## src/rtl/ring_pkg.sv

```systemverilog
// ring_pkg: shared FSM state type, default ring width and one-hot ring helpers
package ring_pkg;
  localparam int WIDTH_DEF = 8;
  typedef enum logic [1:0] {IDLE, ACQ, LOCKED, FAULT} state_t;
  function automatic logic [63:0] mask(input int w);
    return (w >= 64) ? '1 : (64'd1 << w) - 64'd1;
  endfunction
  function automatic logic [63:0] rotl1(input logic [63:0] v, input int w);
    return ((v << 1) | (v >> (w - 1))) & mask(w);
  endfunction
  function automatic logic [63:0] rotr1(input logic [63:0] v, input int w);
    return ((v >> 1) | (v << (w - 1))) & mask(w);
  endfunction
  function automatic logic is_onehot(input logic [63:0] v);
    return (v != '0) && ((v & (v - 64'd1)) == '0);
  endfunction
endpackage

```

## src/rtl/ring_decoder_monitor_if.sv

```systemverilog
// ring_decoder_monitor_if: ring sample input and monitor status bundle (RING_DIR_DETECT_EN adds dir)
interface ring_decoder_monitor_if #(
  parameter int WIDTH = ring_pkg::WIDTH_DEF,
  parameter int IDX_W = $clog2(WIDTH),
  parameter int ERR_W = 8,
  parameter int WRAP_W = 16
);
  logic [WIDTH-1:0] count_in;
  logic [IDX_W-1:0] index;
  logic onehot_ok;
  logic locked;
  logic seq_err;
  logic wrap;
  logic [ERR_W-1:0] err_count;
  logic [WRAP_W-1:0] wrap_count;
`ifdef RING_DIR_DETECT_EN
  logic dir;
  modport master (output count_in, input index, onehot_ok, locked, seq_err, wrap, err_count, wrap_count, dir);
  modport slave (input count_in, output index, onehot_ok, locked, seq_err, wrap, err_count, wrap_count, dir);
`else
  modport master (output count_in, input index, onehot_ok, locked, seq_err, wrap, err_count, wrap_count);
  modport slave (input count_in, output index, onehot_ok, locked, seq_err, wrap, err_count, wrap_count);
`endif
endinterface

```

## src/rtl/onehot_to_bin.sv

```systemverilog
// onehot_to_bin: one-hot to binary index encoder with one-hot valid flag
module onehot_to_bin
  import ring_pkg::*;
#(
  parameter int WIDTH = WIDTH_DEF,
  parameter int IDX_W = $clog2(WIDTH)
) (
  input  logic [WIDTH-1:0] vec,
  output logic [IDX_W-1:0] idx,
  output logic             valid
);
  always_comb begin
    idx = '0;
    for (int i = 0; i < WIDTH; i++) idx = vec[i] ? idx | IDX_W'(i) : idx;
  end
  assign valid = is_onehot(64'(vec));
endmodule

```

## src/rtl/ring_decoder_monitor.sv

```systemverilog
// ring_decoder_monitor: one-hot ring decode, rotation lock FSM and fault/wrap counters (RING_DIR_DETECT_EN adds direction detect)
module ring_decoder_monitor
  import ring_pkg::*;
#(
  parameter int WIDTH = WIDTH_DEF,
  parameter int IDX_W = $clog2(WIDTH),
  parameter int LOCK_CYCLES = 3,
  parameter int ERR_W = 8,
  parameter int WRAP_W = 16
) (
  input logic clk,
  input logic init,
  ring_decoder_monitor_if.slave bus
);
  state_t state, state_n;
  logic [WIDTH-1:0] prev, rl;
  logic [IDX_W-1:0] idx;
  logic [3:0] match, match_n;
  logic oh, prev_oh, step_l, step_ok, wrap_c, fault, wrap_n;
  onehot_to_bin #(.WIDTH(WIDTH), .IDX_W(IDX_W)) u_enc (.vec(bus.count_in), .idx(idx), .valid(oh));
  assign rl = WIDTH'(rotl1(64'(prev), WIDTH));
  assign prev_oh = is_onehot(64'(prev));
  assign step_l = oh && prev_oh && bus.count_in == rl;
`ifdef RING_DIR_DETECT_EN
  logic [WIDTH-1:0] rr;
  logic step_r, dir_r, dir_n;
  assign rr = WIDTH'(rotr1(64'(prev), WIDTH));
  assign step_r = oh && prev_oh && bus.count_in == rr;
  // the first step of an acquisition may go either way and fixes the direction
  assign step_ok = (state == ACQ && match == '0) ? step_l || step_r : (dir_r ? step_r : step_l);
  assign wrap_c = dir_r ? prev[0] && bus.count_in[WIDTH-1] : prev[WIDTH-1] && bus.count_in[0];
  assign dir_n = state == IDLE ? 1'b0 : (state == ACQ && match == '0 && step_ok) ? !step_l : dir_r;
  assign bus.dir = dir_r;
  always_ff @(posedge clk) dir_r <= init ? 1'b0 : dir_n;
`else
  assign step_ok = step_l;
  assign wrap_c = prev[WIDTH-1] && bus.count_in[0];
`endif
  always_comb begin
    state_n = state;
    match_n = match;
    fault = 1'b0;
    wrap_n = 1'b0;
    case (state)
      IDLE: begin
        state_n = oh ? ACQ : IDLE;
        match_n = '0;
      end
      ACQ: begin
        state_n = step_ok ? ((5'(match) + 5'd1 == 5'(LOCK_CYCLES)) ? LOCKED : ACQ) : (oh ? ACQ : IDLE);
        match_n = step_ok ? match + 4'd1 : '0;
      end
      LOCKED: begin
        state_n = step_ok ? LOCKED : FAULT;
        fault = !step_ok;
        wrap_n = step_ok && wrap_c;
      end
      FAULT: begin
        state_n = oh ? ACQ : FAULT;
        match_n = '0;
      end
      default: state_n = IDLE;
    endcase
  end
  always_ff @(posedge clk) begin
    if (init) begin
      state <= IDLE;
      match <= '0;
      prev <= '0;
      bus.index <= '0;
      bus.onehot_ok <= 1'b0;
      bus.locked <= 1'b0;
      bus.seq_err <= 1'b0;
      bus.wrap <= 1'b0;
      bus.err_count <= '0;
      bus.wrap_count <= '0;
    end else begin
      state <= state_n;
      match <= match_n;
      prev <= bus.count_in;
      bus.index <= oh ? idx : bus.index;
      bus.onehot_ok <= oh;
      bus.locked <= state_n == LOCKED;
      bus.seq_err <= fault;
      bus.wrap <= wrap_n;
      bus.err_count <= bus.err_count + ERR_W'(fault && !(&bus.err_count));
      bus.wrap_count <= bus.wrap_count + WRAP_W'(wrap_n);
    end
  end
endmodule
```

## src/flat_wrapper.sv

```systemverilog
// flat-port wrapper written by rule: the top's interface ports become plain ports
module ring_decoder_monitor_flat import ring_pkg::*;
#(
  parameter int WIDTH = WIDTH_DEF,
  parameter int IDX_W = $clog2(WIDTH),
  parameter int LOCK_CYCLES = 3,
  parameter int ERR_W = 8,
  parameter int WRAP_W = 16
)
  (clk, init, bus_count_in, bus_index, bus_onehot_ok, bus_locked, bus_seq_err, bus_wrap, bus_err_count, bus_wrap_count);
  ring_decoder_monitor_if #(.WIDTH(WIDTH), .IDX_W(IDX_W), .ERR_W(ERR_W), .WRAP_W(WRAP_W)) bus_i ();
  input logic clk;
  input logic init;
  input wire logic [$bits(bus_i.count_in)-1:0] bus_count_in;
  output wire logic [$bits(bus_i.index)-1:0] bus_index;
  output wire logic [$bits(bus_i.onehot_ok)-1:0] bus_onehot_ok;
  output wire logic [$bits(bus_i.locked)-1:0] bus_locked;
  output wire logic [$bits(bus_i.seq_err)-1:0] bus_seq_err;
  output wire logic [$bits(bus_i.wrap)-1:0] bus_wrap;
  output wire logic [$bits(bus_i.err_count)-1:0] bus_err_count;
  output wire logic [$bits(bus_i.wrap_count)-1:0] bus_wrap_count;
  assign bus_i.count_in = bus_count_in;
  assign bus_index = bus_i.index;
  assign bus_onehot_ok = bus_i.onehot_ok;
  assign bus_locked = bus_i.locked;
  assign bus_seq_err = bus_i.seq_err;
  assign bus_wrap = bus_i.wrap;
  assign bus_err_count = bus_i.err_count;
  assign bus_wrap_count = bus_i.wrap_count;
  ring_decoder_monitor #(.WIDTH(WIDTH), .IDX_W(IDX_W), .LOCK_CYCLES(LOCK_CYCLES), .ERR_W(ERR_W), .WRAP_W(WRAP_W)) u_core (.clk(clk), .init(init), .bus(bus_i));
endmodule
```

## config.mk

```make
export PLATFORM = sky130hd
export DESIGN_NAME = ring_decoder_monitor_flat
export DESIGN_NICKNAME = d
export VERILOG_FILES = /design/src/rtl/ring_pkg.sv /design/src/rtl/ring_decoder_monitor_if.sv /design/src/rtl/onehot_to_bin.sv /design/src/rtl/ring_decoder_monitor.sv /design/src/flat_wrapper.sv
export SDC_FILE = /design/constraint.sdc
export NUM_CORES = 1
export LEC_CHECK = 0
export BUFFER_PORTS_ARGS = -buffer_cell sky130_fd_sc_hd__buf_4
export CAP_MARGIN = 40
export CORE_ASPECT_RATIO = 2
export CORE_MARGIN = 8
export CORE_UTILIZATION = 49
export CTS_CLUSTER_DIAMETER = 40
export DETAILED_ROUTE_END_ITERATION = 6
export HOLD_SLACK_MARGIN = 0.03
export PLACE_DENSITY = 0.75
export REMOVE_ABC_BUFFERS = 1
export SETUP_SLACK_MARGIN = 0.2
export SKIP_LAST_GASP = 1
export SYNTH_ARGS = -nofsm -noshare
export SYNTH_HDL_FRONTEND = slang
export SYNTH_HIERARCHICAL = 1
export SYNTH_SLANG_ARGS = --single-unit
export TNS_END_PERCENT = 20
```

## constraint.sdc

```tcl
create_clock -name clk -period 4.5 [get_ports clk]
set_clock_uncertainty 0.2 [all_clocks]
set_input_delay 1.35 -clock clk [delete_from_list [all_inputs] [get_ports clk]]
set_output_delay 1.35 -clock clk [all_outputs]
set_load 0.02 [all_outputs]
```

Word-level counts from Yosys, hierarchy flattened
Index checks and enable logic that the tools add are counted.

word-level totals
  flip-flop bits (word level) = 45
  latch bits = 0
  RAM bits = 0
  memory bits (read-only) = 0
  input port bits = 10
  memories = 0

operators by class
  add/sub/neg operators = 6
  $mul = 0
  div/mod/pow operators = 0
  magnitude comparators = 0
  equal/unequal tests = 6
  shift-type cells = 0
  mux-type cells = 17
  bitwise logic cells = 3
  reductions and logical operators = 17

operators with widths
  cell                                                 count
  bitwise AND 8 x 64 -> 64 bit                         2
  logical NOT 64 bit                                   2
  subtractor 8 x 1 -> 9 bit, second input constant     2
  adder 16 x 1 -> 16 bit                               1
  nonzero test 8 bit                                   2
  two-way mux 3 bit                                    4
  two-way mux 2 bit                                    5
  adder 8 x 1 -> 8 bit                                 1
  equality test 8 bit                                  1
  bitwise OR 8 x 1 -> 8 bit                            1
  one-hot mux 2 bit (4 select lines)                   1
  one-hot mux 4 bit (2 select lines)                   1
  AND reduction 8 bit                                  1
  logical AND 1 bit                                    7
  equality test 2 bit, second input constant           3
  adder 4 x 1 -> 5 bit, second input constant          1
  equality test 5 x 2 -> 1 bit, second input constant  1
  two-way mux 1 bit                                    5
  adder 4 x 1 -> 4 bit, second input constant          1
  two-way mux 4 bit                                    1
  equality test 2 x 1 -> 1 bit, second input constant  1
  logical NOT 1 bit                                    2
  logical NOT 2 bit                                    1
  nonzero test 2 bit                                   1
  OR reduction 2 bit                                   1

Logic depth before layout (Yosys ltp)
  word-level depth = 10
  depth in mapped cells = 17

Cells and area by module
The synthesis kept the hierarchy.

modules (own cells, without submodules)
  module                times used  cells an instance  area an instance (um^2)
  ring_decoder_monitor  1           222                2079.5
  onehot_to_bin         1           14                 117.6

Worst setup path after synthesis
OpenSTA, ideal clock, no wires.

  kind = in2reg
  start = in bus_count_in[2]
  end = reg u_core.bus.wrap_count[12]
  setup time = 0.128 ns
  data arrival time = 4.124 ns
  data required time = 4.172 ns
  slack = 0.048 ns
  stages on the path = 17
  cells stage by stage = or3_4 nor4_4 nand3b_1 a31oi_1 buf_2 nor2b_1 o2111ai_2 nor3_2 nand3_2 nor2_1 ha_1 ha_1 nand2_1 nor3_1 nand2_1 xor2_1 nor2_1

on the way
  longest elaborated chain between the ends = 9

RTL lines
  element                              RTL line                       source
  start, declared                      flat_wrapper.sv:14             input wire logic [$bits(bus_i.count_in)-1:0] bus_count_in;
  subtractor 8 x 1 -> 9 bit            ring_pkg.sv:15                 return (v != '0) && ((v & (v - 64'd1)) == '0);
  bitwise AND 8 x 64 -> 64 bit         ring_pkg.sv:15
  logical NOT 64 bit                   ring_pkg.sv:15
  logical AND 1 bit (*)                ring_pkg.sv:15
  via u_core.oh                        ring_decoder_monitor.sv:19     logic oh, prev_oh, step_l, step_ok, wrap_c, fault, wrap_n;
  logical AND 1 bit (*) (2 in series)  ring_decoder_monitor.sv:23     assign step_l = oh && prev_oh && bus.count_in == rl;
  logical AND 1 bit (*)                ring_decoder_monitor.sv:56     wrap_n = step_ok && wrap_c;
  two-way mux 1 bit (*)                ring_decoder_monitor.sv:44     case (state)
  via u_core.wrap_n                    ring_decoder_monitor.sv:19
  adder 16 x 1 -> 16 bit (*)           ring_decoder_monitor.sv:87     bus.wrap_count <= bus.wrap_count + WRAP_W'(wrap_n);
  end signal, assigned                 ring_decoder_monitor.sv:87
  end, declared                        ring_decoder_monitor_if.sv:22  modport slave (input count_in, output index, onehot_ok, locked, seq_err, wrap, err_count, wrap_count);

The timed path passes the listed nets; every way through them passes the cells marked *.
A chain may end at the register's enable or synchronous reset.

Worst setup path after layout
  start = in bus_count_in[2]
  end = reg u_core.bus.wrap_count[10]

Same word-level chain as after synthesis.

==> flow_summary.json <==
{
  "whs_endpoint": "u_core/bus.err_count[5]",
  "ys_seq_area_share_pct": 41.0,
  "ys_types": 50,
  "synth_area_um2": 2200,
  "max-clock-path-buffers": 2,
  "synthMostInstantiatedCell": "dfxtp_1",
  "clock-root-buffer": "clkbuf_8",
  "path_max_fanout": 4,
  "r2r_slack_ns": 1.79,
  "fillers": 404,
  "cts.clk_slew.worst_paths_ns": 0.09,
  "coreArea_um2": 4340,
  "rows": 34,
  "critPathKind": "input port to flop",
  "drc_errors": 0,
  "vdd_ir_drop_max_v": 0.000359,
  "crit_path_start_kind": "input port",
  "setup_ws_ns": 0.326,
  "grt_usage_pct": 13.5,
  "antenna_found_initial": 0,
  "cts_max_level": 2,
  "finalHoldViolations": 0,
  "drtIter0Drc": 71,
  "ctsResizeCount": 0,
  "switching_share_pct": 20.8,
  "rsz0062_at_grt": "yes",
  "pre_cts_ws_ns": -0.0449,
  "stdcell_area_um2": 2760,
  "diodes": 0,
  "timing.rr.end": "u_core/bus.wrap_count[10]",
  "hp-class": "flop to flop",
  "synth_edf_count": 0,
  "end_kind": "flop",
  "cp.required_ns": 4.47,
  "grt_pass1_vias": 1903,
  "ys_ff_latch": 45,
  "slew_headroom_pct": 65.3,
  "dp_hpwl_um": 3580,
  "async_reset_ff_share_pct": 0,
  "synth_common_cells": "dfxtp_1, nor2_1, nor2b_1, nand2_1",
  "comb_power_share_pct": 6.4,
  "p_switching_w": 0.000171,
  "routed_wl_um": 4800,
  "final.min_clock_period_ns": 4.17,
  "fmax_ghz": 0.240,
  "min_period_over_period_pct": 92.7,
  "power_frac_clock_pct": 43.8,
  "yosys_warnings": 6,
  "dieHeight_um": 111,
  "die_width_um": 63.4,
  "drive_gt1_share_pct": 25.5,
  "globalplace.congestion": 0.810,
  "dieArea_um2": 7010,
  "power.internal_w": 0.000649,
  "ant_nets": 0,
  "area_delta_synth_final_pct": 25.7,
  "powerDensity_nw_per_um2": 297,
  "syn_avg_cell_area_um2": 9.31,
  "placed_area_um2": 2610,
  "worst_pin_slew_ns": 0.508,
  "viasPerCell": 5.57,
  "seq_power_share_pct": 49.8,
  "cts-hold-fix-buffers": 0,
  "gr-total-overflow": 0,
  "r2r_cells": 12,
  "arrival_ns": 4.14,
  "fin_nets": 307,
  "cts_inserted_buffers": 5,
  "slew_viol_final": 0,
  "yosysTopAreaCell": "dfxtp_1",
  "yosys_most_used_dff": "dfxtp_1",
  "wl_per_cell_um": 14.1,
  "cts_sinks": 45,
  "io_buffers": 40,
  "setup_viol": 0,
  "first_pass_iters": 4,
  "synth_cells": 236,
  "start_util_pct": 50.6,
  "clkLatencyLatePin_ns": 0.29,
  "cap_violations": 0,
  "r2r-start": "u_core/prev[0]",
  "cts_tree": "yes",
  "synth.top_cells.by_area": "dfxtp_1, ha_1, nor2_1",
  "via_count": 1893,
  "grt_max_degree": 46,
  "hold_path.startpoint": "u_core/bus.err_count[5]",
  "post_cts_buffers": 0,
  "yosysTopAreaCellShare_pct": 41.0,
  "min_path_cells": 2,
  "status": "completed",
  "ioPinCount": 41,
  "p_leak_nw": 1.09,
  "grt_pass1_wl_um": 8020
}
==> layout make-up <==
cell class | count | area, µm² | area share (%)
clock buffer | 5 | 68.8 | 2.49
timing repair buffer | 49 | 368 | 13.3
clock inverter | 3 | 68.8 | 2.49
tap | 54 | 67.6 | 2.45
inverter | 4 | 15.0 | 0.543
sequential | 45 | 901 | 32.6
multi-input combinational | 180 | 1270 | 46.1
==> stage by stage <==
step | power, W | cells | utilization, % | setup TNS (ns) | hold slack (ns)
4_1_cts | 0.000829 | 340 | 63.2 | 0 | 0.311
3_5_place_dp | 0.000471 | 332 | 60.0 | -0.0724 | 0.293
2_1_floorplan | 0.000443 | 229 | - | -0.670 | 0.271
3_3_place_gp | 0.000470 | 332 | 60.0 | 0 | 0.277
5_1_grt | 0.000851 | 340 | 63.7 | 0 | 0.343
6_report | 0.000820 | 340 | 63.7 | 0 | 0.309
==> cells by family (layout without fill, tap and decap cells) <==
kind of cell | count (synthesis) | in the layout | synth area share [%]
simple gates | 110 | 110 | 29.7
fa+ha+maj | 12 | 12 | 6.83
flops | 45 | 45 | 41.0
buf+inv | 11 | 61 | 1.94
mux | 3 | 3 | 1.37
compound gates | 35 | 35 | 11.2
xor+xnor | 20 | 20 | 7.97
==> flip-flops by register name (all words and copies together), names as in the netlist <==
register and count:
u_core/bus.wrap 1, u_core/bus.locked 1, u_core/bus.onehot_ok 1, u_core/match 4
u_core/bus.err_count 8, u_core/bus.wrap_count 16, u_core/bus.seq_err 1, u_core/bus.index 3
u_core/state 2, u_core/prev 8
==> cell usage in the layout (no fill, tap or decap), types with 2 or more instances in the layout <==
| cell | netlist | layout |
|---|---|---|
| nand2_1 | 14 | 13 |
| inv_1 | 4 | 4 |
| nor3_1 | 5 | 3 |
| clkbuf_8 | 0 | 5 |
| a31oi_1 | 3 | 3 |
| or4_1 | 2 | 2 |
| xor2_1 | 10 | 10 |
| o21ai_0 | 5 | 5 |
| ha_1 | 12 | 11 |
| nor4_4 | 3 | 3 |
| buf_4 | 0 | 49 |
| nor2b_1 | 15 | 14 |
| a21oi_1 | 12 | 12 |
| dfxtp_1 | 45 | 45 |
| nor2_1 | 29 | 28 |
| or3_1 | 6 | 6 |
| nor3_2 | 1 | 3 |
| nand4_1 | 5 | 5 |
| o21ai_1 | 2 | 2 |
| bufinv_16 | 0 | 2 |
| and3_1 | 4 | 4 |
| mux2i_1 | 3 | 3 |
| xnor2_1 | 10 | 10 |
| nand3_1 | 12 | 12 |
| nand3b_1 | 2 | 2 |
==> power groups by stage <==
stage          sequential, W  clock [W]  combinational [W]
2_1_floorplan       0.000417          0          0.0000260
3_3_place_gp        0.000417          0          0.0000525
3_5_place_dp        0.000418          0          0.0000531
4_1_cts             0.000408   0.000367          0.0000532
5_1_grt             0.000409   0.000384          0.0000581
6_report            0.000408   0.000359          0.0000528
==> critical path, stage by stage <==
cell       delay (ns)
buf_4            0.11
or3_4            0.40
nor4_4           0.19
nand3b_1         0.10
a31oi_1          0.21
nor2b_2          0.18
o2111ai_2        0.14
nor3_2           0.26
nand3_2          0.11
nor2_1           0.12
ha_1             0.18
ha_2             0.19
nand2_2          0.09
nor2_2           0.13
and4_1           0.22
xnor2_1          0.11
nor2_1           0.05
==> worst max path at each step <==
stage / from / endpoint / slack [ns] / cells after the start
floorplan: bus_count_in[2] / u_core/bus.wrap_count[12] / -0.13 / 16
global placement: bus_count_in[2] / u_core/bus.wrap_count[13] / 0.04 / 17
detailed placement: bus_count_in[2] / u_core/bus.wrap_count[12] / -0.04 / 17
CTS: bus_count_in[2] / u_core/bus.wrap_count[12] / 0.22 / 17
global route: bus_count_in[2] / u_core/bus.wrap_count[10] / 0.11 / 17
finish: bus_count_in[2] / u_core/bus.wrap_count[10] / 0.33 / 17
==> routing by layer <==
layer,GRT usage (%),routed length [µm]
met5,0,0
met4,5.85,63
met3,4.25,226
met2,25.7,2620
met1,12.5,1890
Power figures use the tool's default switching activity.
